File: config.mk
export PLATFORM = sky130hd
export DESIGN_NAME = adaptive_threshold_stream_flat
export DESIGN_NICKNAME = d
export VERILOG_FILES = /design/src/rtl/adaptive_threshold_stream_pkg.sv /design/src/rtl/adaptive_threshold_stream_if.sv /design/src/rtl/adaptive_threshold_stream_window_sum.sv /design/src/rtl/adaptive_threshold_stream.sv /design/src/flat_wrapper.sv
export SDC_FILE = /design/constraint.sdc
export NUM_CORES = 1
export LEC_CHECK = 0
export BUFFER_PORTS_ARGS = -buffer_cell sky130_fd_sc_hd__buf_2
export CAP_MARGIN = 5
export CORE_ASPECT_RATIO = 0.7
export CORE_UTILIZATION = 35
export CTS_CLUSTER_SIZE = 10
export DETAILED_ROUTE_END_ITERATION = 8
export GPL_ROUTABILITY_DRIVEN = 1
export PLACE_DENSITY = 0.63
export SYNTH_ARGS = -nofsm -noshare
export SYNTH_HDL_FRONTEND = slang
export SYNTH_SLANG_ARGS = --single-unit
export TNS_END_PERCENT = 30
File: constraint.sdc
create_clock -name clock -period 10.45 [get_ports clock]
set_clock_uncertainty 0.15 [all_clocks]
set_input_delay 0.5225 -clock clock [delete_from_list [all_inputs] [get_ports clock]]
set_output_delay 0.5225 -clock clock [all_outputs]
set_load 0.01 [all_outputs]
File: src/rtl/adaptive_threshold_stream_pkg.sv
// Shared types and sizing helpers for the adaptive threshold engine and its window sub-module.
package at_pkg;

  typedef enum logic [1:0] {
    IDLE,
    RUN,
    DONE
  } state_e;

  localparam int CYCLE_W = 24;

  // Ceiling log2 for the supported window range 2..64.
  function automatic int log2_win(input int win);
    int r;
    r = 0;
    for (int i = 0; i < 7; i++) begin
      if ((1 << i) < win) r = i + 1;
    end
    return r;
  endfunction

  function automatic int sum_width(input int pix_w, input int win);
    return pix_w + log2_win(win);
  endfunction

endpackage

File: src/rtl/adaptive_threshold_stream_if.sv
// Pixel-in / result-out stream bundle: master is the pixel source and frame-memory sink, slave is the engine.
interface adaptive_threshold_stream_if #(
  parameter int PIX_W = 8,
  parameter int XW    = 8,
  parameter int YW    = 8
) ();

  logic             in_valid;
  logic             in_ready;
  logic [PIX_W-1:0] in_pixel;
  logic [XW-1:0]    oX;
  logic [YW-1:0]    oY;
  logic             oValue;
  logic             oValid;

  modport master (
    output in_valid, in_pixel,
    input  in_ready, oX, oY, oValue, oValid
  );

  modport slave (
    input  in_valid, in_pixel,
    output in_ready, oX, oY, oValue, oValid
  );

endinterface

File: src/rtl/adaptive_threshold_stream_window_sum.sv
// Trailing horizontal window: WIN-deep shift register plus running sum. The sum output already
// includes the pixel presented this cycle, so the decision can be made in the same cycle.
module window_sum
  import at_pkg::*;
#(
  parameter int PIX_W = 8,
  parameter int WIN   = 8
) (
  input  logic                               clock,
  input  logic                               not_reset,
  input  logic                               load,
  input  logic                               shift,
  input  logic [PIX_W-1:0]                   pixel,
  output logic [sum_width(PIX_W, WIN)-1:0]   sum
);

  localparam int LOG = log2_win(WIN);
  localparam int SW  = sum_width(PIX_W, WIN);

  logic [PIX_W-1:0] win_q [WIN];
  logic [PIX_W-1:0] win_d [WIN];
  logic [SW-1:0]    sum_q, sum_d;

  // NOTE: every variable gets its default before the if/else, so no path leaves it unassigned (no latch).
  always_comb begin
    win_d = win_q;
    sum_d = sum_q;
    if (load) begin
      for (int i = 0; i < WIN; i++) win_d[i] = pixel;
      sum_d = {pixel, {LOG{1'b0}}};
    end else if (shift) begin
      sum_d    = sum_q + SW'(pixel) - SW'(win_q[WIN-1]);
      win_d[0] = pixel;
      for (int i = 1; i < WIN; i++) win_d[i] = win_q[i-1];
    end
  end

  // NOTE: the window is a handful of flops that must read as zero after reset, so it is reset like
  // any other register instead of being treated as an uninitialised memory.
  always_ff @(posedge clock or negedge not_reset) begin
    if (!not_reset) begin
      for (int i = 0; i < WIN; i++) win_q[i] <= '0;
      sum_q <= '0;
    end else begin
      win_q <= win_d;
      sum_q <= sum_d;
    end
  end

  assign sum = sum_d;

endmodule

File: src/rtl/adaptive_threshold_stream.sv
// Streaming adaptive-threshold engine: binarises raster pixels against a trailing window mean.
// Optional per-frame cycle counter enabled by `define ADAPTIVE_THRESHOLD_CYCLE_COUNT_EN.
module adaptive_threshold_stream
  import at_pkg::*;
#(
  parameter int IMG_W = 160,
  parameter int IMG_H = 120,
  parameter int PIX_W = 8,
  parameter int WIN   = 8,
  parameter int XW    = 8,
  parameter int YW    = 8
) (
  input  logic                       clock,
  input  logic                       not_reset,
  input  logic                       start,
  input  logic [PIX_W-1:0]           offset,
  input  logic                       invert,
  adaptive_threshold_stream_if.slave stream,
  output logic                       busy,
  output logic                       done,
  output logic [CYCLE_W-1:0]         cycle_count
);

  localparam int LOG = log2_win(WIN);
  localparam int SW  = sum_width(PIX_W, WIN);

  state_e           state_q, state_d;
  logic [XW-1:0]    x_q, x_d, ox_q, ox_d;
  logic [YW-1:0]    y_q, y_d, oy_q, oy_d;
  logic [PIX_W-1:0] offset_q, offset_d;
  logic             invert_q, invert_d;
  logic             ovalue_q, ovalue_d;
  logic             ovalid_q, ovalid_d;
  logic             done_q, done_d;

  logic             transfer, row_end, last_pixel, raw;
  logic [SW-1:0]    sum;
  logic [PIX_W-1:0] mean;

  assign transfer   = stream.in_valid && (state_q == RUN);
  assign row_end    = (x_q == XW'(IMG_W - 1));
  assign last_pixel = transfer && row_end && (y_q == YW'(IMG_H - 1));

  window_sum #(.PIX_W(PIX_W), .WIN(WIN)) u_window (
    .clock     (clock),
    .not_reset (not_reset),
    .load      (transfer && (x_q == '0)),
    .shift     (transfer && (x_q != '0)),
    .pixel     (stream.in_pixel),
    .sum       (sum)
  );

  // One extra bit so pixel + offset cannot wrap past the mean.
  assign mean = sum[SW-1:LOG];
  assign raw  = ({1'b0, stream.in_pixel} + {1'b0, offset_q}) > {1'b0, mean};

  always_comb begin
    state_d  = state_q;
    x_d      = x_q;
    y_d      = y_q;
    offset_d = offset_q;
    invert_d = invert_q;
    ox_d     = ox_q;
    oy_d     = oy_q;
    ovalue_d = ovalue_q;
    ovalid_d = transfer;
    done_d   = (state_q == DONE);
    if (transfer) begin
      ox_d     = x_q;
      oy_d     = y_q;
      ovalue_d = raw ^ invert_q;
    end
    unique case (state_q)
      IDLE: begin
        if (start) begin
          state_d  = RUN;
          x_d      = '0;
          y_d      = '0;
          offset_d = offset;
          invert_d = invert;
        end
      end
      RUN: begin
        if (transfer) begin
          if (row_end) begin
            x_d = '0;
            y_d = last_pixel ? '0 : y_q + YW'(1);
          end else begin
            x_d = x_q + XW'(1);
          end
          if (last_pixel) state_d = DONE;
        end
      end
      DONE:    state_d = IDLE;
      default: state_d = IDLE;
    endcase
  end

  // NOTE: state registers use non-blocking assignments so every flop samples pre-edge values.
  always_ff @(posedge clock or negedge not_reset) begin
    if (!not_reset) begin
      state_q  <= IDLE;
      x_q      <= '0;
      y_q      <= '0;
      offset_q <= '0;
      invert_q <= 1'b0;
      ox_q     <= '0;
      oy_q     <= '0;
      ovalue_q <= 1'b0;
      ovalid_q <= 1'b0;
      done_q   <= 1'b0;
    end else begin
      state_q  <= state_d;
      x_q      <= x_d;
      y_q      <= y_d;
      offset_q <= offset_d;
      invert_q <= invert_d;
      ox_q     <= ox_d;
      oy_q     <= oy_d;
      ovalue_q <= ovalue_d;
      ovalid_q <= ovalid_d;
      done_q   <= done_d;
    end
  end

`ifdef ADAPTIVE_THRESHOLD_CYCLE_COUNT_EN
  logic [CYCLE_W-1:0] cyc_q, cyc_d;

  always_comb begin
    cyc_d = cyc_q;
    if (state_q == IDLE) begin
      if (start) cyc_d = '0;
    end else if (cyc_q != '1) begin
      cyc_d = cyc_q + CYCLE_W'(1);
    end
  end

  always_ff @(posedge clock or negedge not_reset) begin
    if (!not_reset) cyc_q <= '0;
    else            cyc_q <= cyc_d;
  end

  assign cycle_count = cyc_q;
`else
  assign cycle_count = '0;
`endif

  // busy covers DONE too, so it falls in the same cycle done pulses.
  assign busy            = (state_q != IDLE);
  assign done            = done_q;
  assign stream.in_ready = (state_q == RUN);
  assign stream.oX       = ox_q;
  assign stream.oY       = oy_q;
  assign stream.oValue   = ovalue_q;
  assign stream.oValid   = ovalid_q;

endmodule

File: src/flat_wrapper.sv
// flat-port wrapper written by rule: the top's interface ports become plain ports
module adaptive_threshold_stream_flat import at_pkg::*;
#(
  parameter int IMG_W = 160,
  parameter int IMG_H = 120,
  parameter int PIX_W = 8,
  parameter int WIN   = 8,
  parameter int XW    = 8,
  parameter int YW    = 8
)
  (clock, not_reset, start, offset, invert, busy, done, cycle_count, stream_in_valid, stream_in_pixel, stream_in_ready, stream_oX, stream_oY, stream_oValue, stream_oValid);
  adaptive_threshold_stream_if #(.PIX_W(PIX_W), .XW(XW), .YW(YW)) stream_i ();
  input  logic clock;
  input  logic not_reset;
  input  logic start;
  input  logic [PIX_W-1:0] offset;
  input  logic invert;
  output logic busy;
  output logic done;
  output logic [CYCLE_W-1:0] cycle_count;
  input wire logic [$bits(stream_i.in_valid)-1:0] stream_in_valid;
  input wire logic [$bits(stream_i.in_pixel)-1:0] stream_in_pixel;
  output wire logic [$bits(stream_i.in_ready)-1:0] stream_in_ready;
  output wire logic [$bits(stream_i.oX)-1:0] stream_oX;
  output wire logic [$bits(stream_i.oY)-1:0] stream_oY;
  output wire logic [$bits(stream_i.oValue)-1:0] stream_oValue;
  output wire logic [$bits(stream_i.oValid)-1:0] stream_oValid;
  assign stream_i.in_valid = stream_in_valid;
  assign stream_i.in_pixel = stream_in_pixel;
  assign stream_in_ready = stream_i.in_ready;
  assign stream_oX = stream_i.oX;
  assign stream_oY = stream_i.oY;
  assign stream_oValue = stream_i.oValue;
  assign stream_oValid = stream_i.oValid;
  adaptive_threshold_stream #(.IMG_W(IMG_W), .IMG_H(IMG_H), .PIX_W(PIX_W), .WIN(WIN), .XW(XW), .YW(YW)) u_core (.clock(clock), .not_reset(not_reset), .start(start), .offset(offset), .invert(invert), .stream(stream_i), .busy(busy), .done(done), .cycle_count(cycle_count));
endmodule
==> impl_metrics.env <==
export IMPL_hold_viol_final=6
export IMPL_avgViaCountPerCell=4.79
export IMPL_cp_depth=16
export IMPL_die_height_microns=116
export IMPL_slew_viol_final=0
export IMPL_combPwrFrac_pct=44.8
export IMPL_path_max_fanout=4
export IMPL_setup_worst_path_class="register to register"
export IMPL_drc=0
export IMPL_vias=4813
export IMPL_max_freq_mhz=231
export IMPL_peakVddDrop_mv=0.124
export IMPL_power_switching_mw=0.916
export IMPL_seqCellArea_sq_mm=0.00303
export IMPL_ant_nets=0
export IMPL_setup_violations=0
export IMPL_yosys_top_cells_area="dfrtp_1 47%, nand2_1 9.5%, o21ai_0 6.9%"
export IMPL_antenna_found_initial=0
export IMPL_synth_area_leader_cell="dfrtp_1"
export IMPL_start_util_pct=35.8
export IMPL_syn_instance_count=725
export IMPL_multi_input_area_sq_mm=0.00305
export IMPL_r2r_start="u_core.u_window.win_q[2]"
export IMPL_hp_class="primary input to asynchronous set/reset pin"
export IMPL_synth_seq_cells=121
export IMPL_synthArstFlopShare_pct=100
export IMPL_fin_hold_ws_ns=-0.0160
export IMPL_syn_cell_area_sq_mm=0.00645
export IMPL_crit_chain="fa_1 > inv_1 > ha_1 > nor2b_1 > o31a_1 > o211a_1 > a211oi_1 > mux2i_1 > o211a_1 > ha_1 > and3_1 > a211oi_1 > a31oi_1 > a221oi_1 > xor2_1 > o21ai_0"
export IMPL_grt_max_degree=125
export IMPL_cts_resized_gates=0
export IMPL_rows=41
export IMPL_clkPwrFrac_pct=24.0
export IMPL_clkTransAtPathRegs_ns=0.05
export IMPL_synth_commonest_cells="164 x nand2_1, 121 x dfrtp_1, 89 x o21ai_0, 75 x a21oi_1, 45 x inv_1"
export IMPL_p_int_mw=1.45
export IMPL_p_per_area_mw_per_mm2=322
export IMPL_end_kind="register"
export IMPL_wl_per_cell_microns=13.1
export IMPL_critPathArrivalTime_ns=4.45
export IMPL_syn_to_final_growth_pct=13.9
export IMPL_synth_edff_count=0
export IMPL_h_tree_depth=4
export IMPL_failed_checks="negative hold slack"
export IMPL_grt_pass1_wl_microns=22300
export IMPL_r2r_cells=16
export IMPL_dr_pass1_iters=4
export IMPL_drt_wl_total_microns=13200
export IMPL_synth_ff_type="dfrtp_1"
export IMPL_critPathLaunchType="register"
export IMPL_die_x_microns=164
export IMPL_slew_headroom_pct=29.2
export IMPL_synth_warnings=0
export IMPL_crit_end="u_core.stream.oValue"
export IMPL_drive_above_1_share_pct=11.7
export IMPL_seq_power_share_pct=31.2
export IMPL_hold_buffers=0
export IMPL_synth_top_area_share_pct=46.9
export IMPL_core_sq_mm=0.0180
export IMPL_reg2reg_slack_ns=6.13
export IMPL_path_delay_family="compound AO/OA/AOI/OAI gates"
export IMPL_grt_util_all_layers_pct=15.0
export IMPL_syn_avg_cell_area_sq_um=8.90
export IMPL_critPathLaunch="u_core.u_window.win_q[2]"
export IMPL_ys_types=55
export IMPL_tightest_slew_ns=1.06
export IMPL_final_area_sq_mm=0.00735
export IMPL_finalWeightedCongestion=0.833
export IMPL_worstReg2RegEnd="u_core.stream.oValue"
export IMPL_place_area_sq_mm=0.00678
export IMPL_worst_slack_ns=6.13
export IMPL_ioPinCount=66
export IMPL_cts_tree="built"
export IMPL_post_synth_top_count_cell="nand2_1"
export IMPL_antennaDiodeCount=0
export IMPL_die_area_sq_mm=0.0190
export IMPL_finalCriticalPeriod_ns=4.32
export IMPL_rsz0062_at_grt="no"
export IMPL_overflow=0
export IMPL_grt_pass1_vias=4306
export IMPL_switching_share_pct=38.6
export IMPL_total_power_mw=2.37
export IMPL_post_cts_setup_buffers=0
export IMPL_pre_cts_slack_ns=5.77
export IMPL_clk_latency_ns=0.41
export IMPL_status="finished with violations"
export IMPL_finalCritPeriodShare_pct=41.3
export IMPL_max_stage_delay_ns=0.51
export IMPL_tns_ns=0
export IMPL_power_leakage_nw=3.55
export IMPL_dp_hpwl_microns=8940
export IMPL_cts_num_sinks=121
export IMPL_nNetsFinal=817
export IMPL_cp_num_buf_inv=1
export IMPL_drt_iter0_markers=367
export IMPL_port_buffers=41
export IMPL_clockRootBuffer="clkbuf_16"
export IMPL_required_ns=10.58
export IMPL_cts_buffers=17
export IMPL_drv_cap=0
export IMPL_slowest_stage="fa_1"
export IMPL_clockBufferDepth=2
export IMPL_seq_area_frac_synth_pct=46.9
export IMPL_fill_cells=1800
-- kinds of logic (layout without fill, tap and decap cells) --
kind of cell	Yosys count	in the layout	share of synthesized area (%)
buffers and inverters	100	120	7.29
other	1	24	0.0581
adders and majority gates	39	39	8.61
AOI/OAI and AO/OA	204	204	17.8
muxes	3	3	0.485
DFF	121	121	46.9
and+or+nand+nor	240	240	16.5
xor gates and xnor gates	17	17	2.31
-- placed cells by master, fill, tap and decap left out, drive strengths merged, types with 8 or more instances in the layout --
cell / instances
nand2: 164
dfrtp: 121
o21ai: 92
a21oi: 75
inv: 45
buf: 45
ha: 30
conb: 24
nor2: 24
clkbuf: 24
nand3: 11
xor2: 10
fa: 9
and3: 9
nor2b: 8
-- per-stage QoR --
| step | utilization, % | hold WS [ns] | std cells |
|---|---|---|---|
| after global routing | 40.8 | 0.0396 | 1004 |
| final | 40.8 | -0.0160 | 1004 |
| after detailed placement | 37.6 | 0.307 | 974 |
| after floorplan | - | 0.0769 | 748 |
| after global placement | 37.6 | 0.310 | 974 |
| after CTS | 40.8 | 0.00347 | 1004 |
-- per-layer routing --
layer / vias up / track usage, % / part of all wire, %
met4: 0 / 3.52 / 0.53
met1: 2260 / 24.0 / 57
met2: 76 / 19.2 / 39
li1: 2470 / - / -
met3: 7 / 4.33 / 4.0
met5: - / 0 / 0
-- worst register-to-register path, stage by stage (launching register included) --
cell	delay, ns
dfrtp_1	0.41
fa_1	0.51
inv_1	0.04
ha_1	0.32
nor2b_1	0.16
o31a_1	0.29
o211a_1	0.23
a211oi_1	0.29
mux2i_1	0.27
o211a_1	0.18
ha_1	0.25
and3_1	0.19
a211oi_1	0.22
a31oi_1	0.06
a221oi_1	0.37
xor2_1	0.16
o21ai_0	0.08
-- layout make-up --
cell class	instances	area share [%]
Clock inverter	6	1.24
Sequential cell	121	41.2
Tap cell	236	4.02
Clock buffer	24	6.56
Multi-Input combinational cell	527	41.4
Timing Repair Buffer	45	3.24
Inverter	45	2.30
-- power by group through the flow --
stage | clock (mW) | sequential, mW | combinational [mW]
global placement | 0 | 0.742 | 1.03
global route | 0.605 | 0.765 | 1.22
floorplan | 0 | 0.722 | 0.839
CTS | 0.582 | 0.741 | 1.06
detailed placement | 0 | 0.743 | 1.06
finish | 0.569 | 0.740 | 1.06
-- state kept, by name (all words and copies together), names as in the netlist, 2 cells and up --
| register | flops |
|---|---|
| u_core.u_window.win_q | 64 |
| u_core.u_window.sum_q | 11 |
| u_core.offset_q | 8 |
| u_core.stream.oX | 8 |
| u_core.stream.oY | 8 |
| u_core.x_q | 8 |
| u_core.y_q | 8 |
| u_core.state_q | 2 |
-- worst min path at each step --
stage | startpoint | end | cells past startpoint
3_3_place_gp | u_core.stream.oY[0] | u_core.stream.oY[0] | 2
4_1_cts | not_reset | u_core.u_window.win_q[39] | 1
6_report | not_reset | u_core.u_window.win_q[27] | 1
2_1_floorplan | not_reset | u_core.done | 0
3_5_place_dp | u_core.stream.oY[0] | u_core.stream.oY[0] | 2
5_1_grt | not_reset | u_core.u_window.win_q[27] | 1
No activity file was read; power rests on OpenSTA's default activity.
